--- src/rtl/macc_fixed32.sv ---
// Block accumulator for a signed 32-bit fixed-point stream: sums N accepted samples,
// then emits the saturated 32-bit block sum with a one-cycle valid pulse and restarts.
module macc_fixed32 #(
  parameter int LEN_W = 16
) (
  input  logic             macc_clk,
  input  logic             macc_reset,
  input  logic             macc_init,
  input  logic             macc_in_disable,
  input  logic [31:0]      macc_in_fixed_in_32,
  input  logic [LEN_W-1:0] macc_in_len,
  output logic [31:0]      macc_out_fixed_out_32,
  output logic             macc_out_valid,
  output logic             macc_out_sat,
  output logic [LEN_W-1:0] macc_out_count
);

  localparam int ACC_W = 32 + LEN_W;

  typedef enum logic {ACCUM, EMIT} state_t;

  state_t                   state_q, state_d;
  logic signed [ACC_W-1:0]  acc_q, acc_d, sum;
  logic [LEN_W-1:0]         count_q, count_d, len_q, len_d, len_fresh, len_eff;
  logic [31:0]              out_q, out_d;
  logic                     sat_q, sat_d;
  logic                     reset_i, accept, final_acc, ovf_pos, ovf_neg;

  always_comb begin
    reset_i   = macc_reset | macc_init;
    accept    = !reset_i && !macc_in_disable;
    len_fresh = (macc_in_len == '0) ? LEN_W'(1) : macc_in_len;
    // The first sample of a block uses the freshly latched length, not the stale len_q.
    len_eff   = (count_q == '0) ? len_fresh : len_q;
    sum       = acc_q + {{LEN_W{macc_in_fixed_in_32[31]}}, macc_in_fixed_in_32};
    final_acc = accept && (({1'b0, count_q} + (LEN_W+1)'(1)) == {1'b0, len_eff});
    ovf_pos   = !sum[ACC_W-1] && (|sum[ACC_W-2:31]);
    ovf_neg   =  sum[ACC_W-1] && !(&sum[ACC_W-2:31]);

    state_d = ACCUM;
    acc_d   = acc_q;
    count_d = count_q;
    len_d   = len_q;
    out_d   = out_q;
    sat_d   = sat_q;

    if (reset_i) begin
      acc_d   = '0;
      count_d = '0;
      len_d   = LEN_W'(1);
      out_d   = '0;
      sat_d   = 1'b0;
    end else if (accept) begin
      if (count_q == '0) len_d = len_fresh;
      if (final_acc) begin
        state_d = EMIT;
        acc_d   = '0;
        count_d = '0;
        sat_d   = ovf_pos | ovf_neg;
        if (ovf_pos)      out_d = 32'h7FFF_FFFF;
        else if (ovf_neg) out_d = 32'h8000_0000;
        else              out_d = sum[31:0];
      end else begin
        acc_d   = sum;
        count_d = count_q + LEN_W'(1);
      end
    end
  end

  always_ff @(posedge macc_clk) begin
    state_q <= state_d;
    acc_q   <= acc_d;
    count_q <= count_d;
    len_q   <= len_d;
    out_q   <= out_d;
    sat_q   <= sat_d;
  end

  assign macc_out_fixed_out_32 = out_q;
  assign macc_out_valid        = (state_q == EMIT);
  assign macc_out_sat          = sat_q;
  assign macc_out_count        = count_q;

endmodule
--- config.mk ---
export PLATFORM = sky130hd
export DESIGN_NAME = macc_fixed32
export DESIGN_NICKNAME = d
export VERILOG_FILES = /design/src/rtl/macc_fixed32.sv
export SDC_FILE = /design/constraint.sdc
export NUM_CORES = 1
export LEC_CHECK = 0
export CAP_MARGIN = 20
export CORE_UTILIZATION = 45
export DETAILED_ROUTE_END_ITERATION = 8
export MAX_ROUTING_LAYER = met4
export PLACE_DENSITY = 0.68
export SYNTH_ARGS = -nofsm -noshare
export SYNTH_HDL_FRONTEND = slang
export SYNTH_SLANG_ARGS = --single-unit
--- constraint.sdc ---
create_clock -name macc_clk -period 4.64 [get_ports macc_clk]
set_input_delay 0.696 -clock macc_clk [delete_from_list [all_inputs] [get_ports macc_clk]]
set_output_delay 0.696 -clock macc_clk [all_outputs]
set_load 0.02 [all_outputs]
==> summary.txt <==
Status: complete, no violations
CP Launch Type: input port
Leak: 3.96 nW
Final WL: 24700 um
Register area: 2280 sq um
H-tree depth: 4
Critical-path top delay cell: nor4b_2
Warnings from Yosys: 0
Setup CP Type: in2reg
PwrDens: 290 nW/um^2
Multi-input gate area: 5450 sq um
Vias in the first global route: 7559
Num CTS Buffers: 17
Reg2Reg Depth: 14
Maximum Capacitance Violations: 0
Post-Route Utilization: 58.6%
Crit path cell chain: clkdlybuf4s50_1 -> ha_1 -> a21o_1 -> a21oi_1 -> a2111oi_1 -> buf_4 -> nor4b_2 -> nor2_1 -> a311oi_1 -> xnor2_1 -> nor4_2 -> nand4_1 -> o41ai_4 -> buf_4 -> clkbuf_16 -> a21oi_1
Diode count: 0
Clock Sinks: 114
Post-DRT Antenna Nets: 0
Final setup fails: 0
Predominant post-synthesis flop cell: dfxtp_1
Number of buffers and inverters on the critical path: 4
Post-route setup TNS: 0 ps
Initial antenna violation count: 0
Max Root-Sink Buffers: 2
Most frequent cells in the layout: a21oi_1 (134), nand2_1 (123), dfxtp_1 (114), nor2_1 (101), clkdlybuf4s50_1 (100)
R2R Path Start: macc_out_count[0]
Clock Skews: 8.83 ps
Die area: 18500 sq um
IO buf count: 101
First-pass GRT wire length: 39200 um
Number of synthesized flops with an enable pin: 0
GRT Total Usage: 27.7%
# DRC: 0
Largest net degree at the start of global routing: 81
Grt ovf: 0
Die height: 136 um
Net Count, Synth: 1159
Vias post-DR: 8123
Family with the most delay on the worst path: compound AO/OA/AOI/OAI gates
CTS tree: yes
Final period util: 94.7%
Clock transition at path regs: 60 ps
Netlist cell types: 70
# hold bufs at CTS: 0
Share of cells above drive strength 1: 12.5%
First-pass DRT Iterations: 5
Worst R2R End: macc_out_sat
Async set or reset register ratio after synthesis: 0%
Area Overhead vs Synth: 26.4%
WHS Endpoint: len_q[12]
Worst slew pin tran: 1050 ps
Number of synthesized register bits: 114
Seq/Total Area, Yosys: 28.2%
RD Place Congestion: 0.962
Total power: 2.96 mW
Placed Area: 9580 sq um
Hold Startpoint: len_q[12]
Slew Viols, Final: 0
Endpoints failing hold: 0
Worst hold slack: 452 ps
WL/cell: 17.5 um
Min Tclk post-route: 4400 ps
Root Buffer Master: clkbuf_16
Reg2reg setup slack: 500 ps
Max Fclk: 228 MHz
Crit path DAT: 4700 ps
I/O pin count: 102
Layout net count: 1279
Cell Area, Synth: 8080 sq um
Type of the worst min-delay path: reg2reg
Initial DRC Count: 644
CP peak stage delay: 440 ps
Initial core utilization: 46.4%
Total core area: 17400 sq um
Biggest fanout along the worst timing path: 16
DP Wirelength: 17900 um
Most common cell after layout, fill and taps aside: a21oi_1
Die X: 136 um
Final instance area: 10200 sq um
Clock latency at the later pin of the worst-skew pair: 420 ps
Core Rows: 48
Hold path cells: 2
CP endpoint kind: register
Vias per cell: 5.74
Mapped Cells: 1057
Mean Syn Cell Area: 7.64 sq um
Required @ worst endpoint: 4940 ps
Fill cell count: 1635
Maximum vdd ir drop: 0.277 mV
Max-slew headroom: 30.0%
## worst register-to-register path, stage by stage, from the launching register on
cell	delay (ps)
dfxtp_1	530
ha_1	290
and3_1	280
nor2b_1	460
nand4_1	170
xor2_1	350
xnor2_1	170
nand4_1	240
nor4_4	290
and4_1	250
nand4_1	150
o41ai_4	350
buf_4	200
clkbuf_16	200
a21oi_1	90
## routing by layer
layer	up-vias	wire, um	track usage [%]
met5	-	0	-
met4	0	459	8.89
met3	28	1170	4.62
met2	252	11400	43.3
met1	3809	11700	36.3
li1	4034	-	-
## timing repair
item / CTS / global route
setup endpoints to repair: 0 / 32
gates resized for setup: 0 / 6
buffers inserted: 0 / 1
## where the power goes
part           internal [mW]  switching, mW  leakage [nW]
Combinational          0.273          0.368          2.75
Clock                  0.827          0.477         0.282
Sequential              1.00         0.0147         0.924
Total                   2.10          0.860          3.96
## synthesized netlist by cell type, types with 7 or more instances
master    count  share of area (%)
a21oi_2      30                3.3
or3_1        11               0.85
a21o_1       13                1.2
nand4_1      20                1.5
nor3_1       26                1.6
nand2_1     123                5.7
mux2i_1       8               0.99
o21ai_0      75                4.6
o21a_1        7               0.65
ha_1         49                7.6
a31oi_1       7               0.54
clkbuf_1     48                2.2
nor3b_1      28                2.6
a211oi_1      8               0.74
o21bai_1      9               0.84
nor4_1        9               0.70
dfxtp_1     114                 28
nand2b_1     11               0.85
xnor2_1      47                5.1
o211ai_1      8               0.74
a21oi_1     134                8.3
nand3_1      17                1.1
nor2_1      102                4.7
inv_1        22                1.0
xor2_1       29                3.1
## worst max path at each step
stage	start	to	depth (start not counted)
finish	macc_in_fixed_in_32[4]	macc_out_sat	16
floorplan	macc_in_fixed_in_32[0]	macc_out_fixed_out_32[0]	15
CTS	macc_in_fixed_in_32[0]	macc_out_sat	17
detailed placement	macc_in_fixed_in_32[0]	macc_out_sat	17
global placement	macc_in_fixed_in_32[0]	macc_out_sat	17
global route	macc_in_fixed_in_32[15]	macc_out_sat	16
## sequential cells by signal (all words and copies together), names as in the netlist
register               flops
macc_out_fixed_out_32     32
macc_out_valid             1
macc_out_count            16
macc_out_sat               1
len_q                     16
acc_q                     48
## metrics by stage
step           instances  setup WS (ps)
2_1_floorplan       1057            756
3_5_place_dp        1380           -141
6_report            1414            245
4_1_cts             1411            263
3_3_place_gp        1379          -78.1
5_1_grt             1414          -26.5
## cell families (layout without fill, tap and decap cells)
group	count (synthesis)	in the layout	share of synthesized area [%]
muxes	8	8	0.991
AOI/OAI and AO/OA	337	337	26.0
buffers and inverters	87	219	4.74
adders and majority gates	50	50	7.84
xor gates and xnor gates	77	77	8.44
and+or+nand+nor	384	384	23.7
DFF	114	114	28.2
## final cells by class
class / instances / area share, %
clock inverter: 9 / 1.02
inverter: 22 / 0.808
tap: 225 / 2.76
multi-input combinational: 856 / 53.3
sequential: 114 / 22.3
clock buffer: 22 / 4.64
timing repair buffer: 166 / 15.1
(Power assumes the default switching activity.)
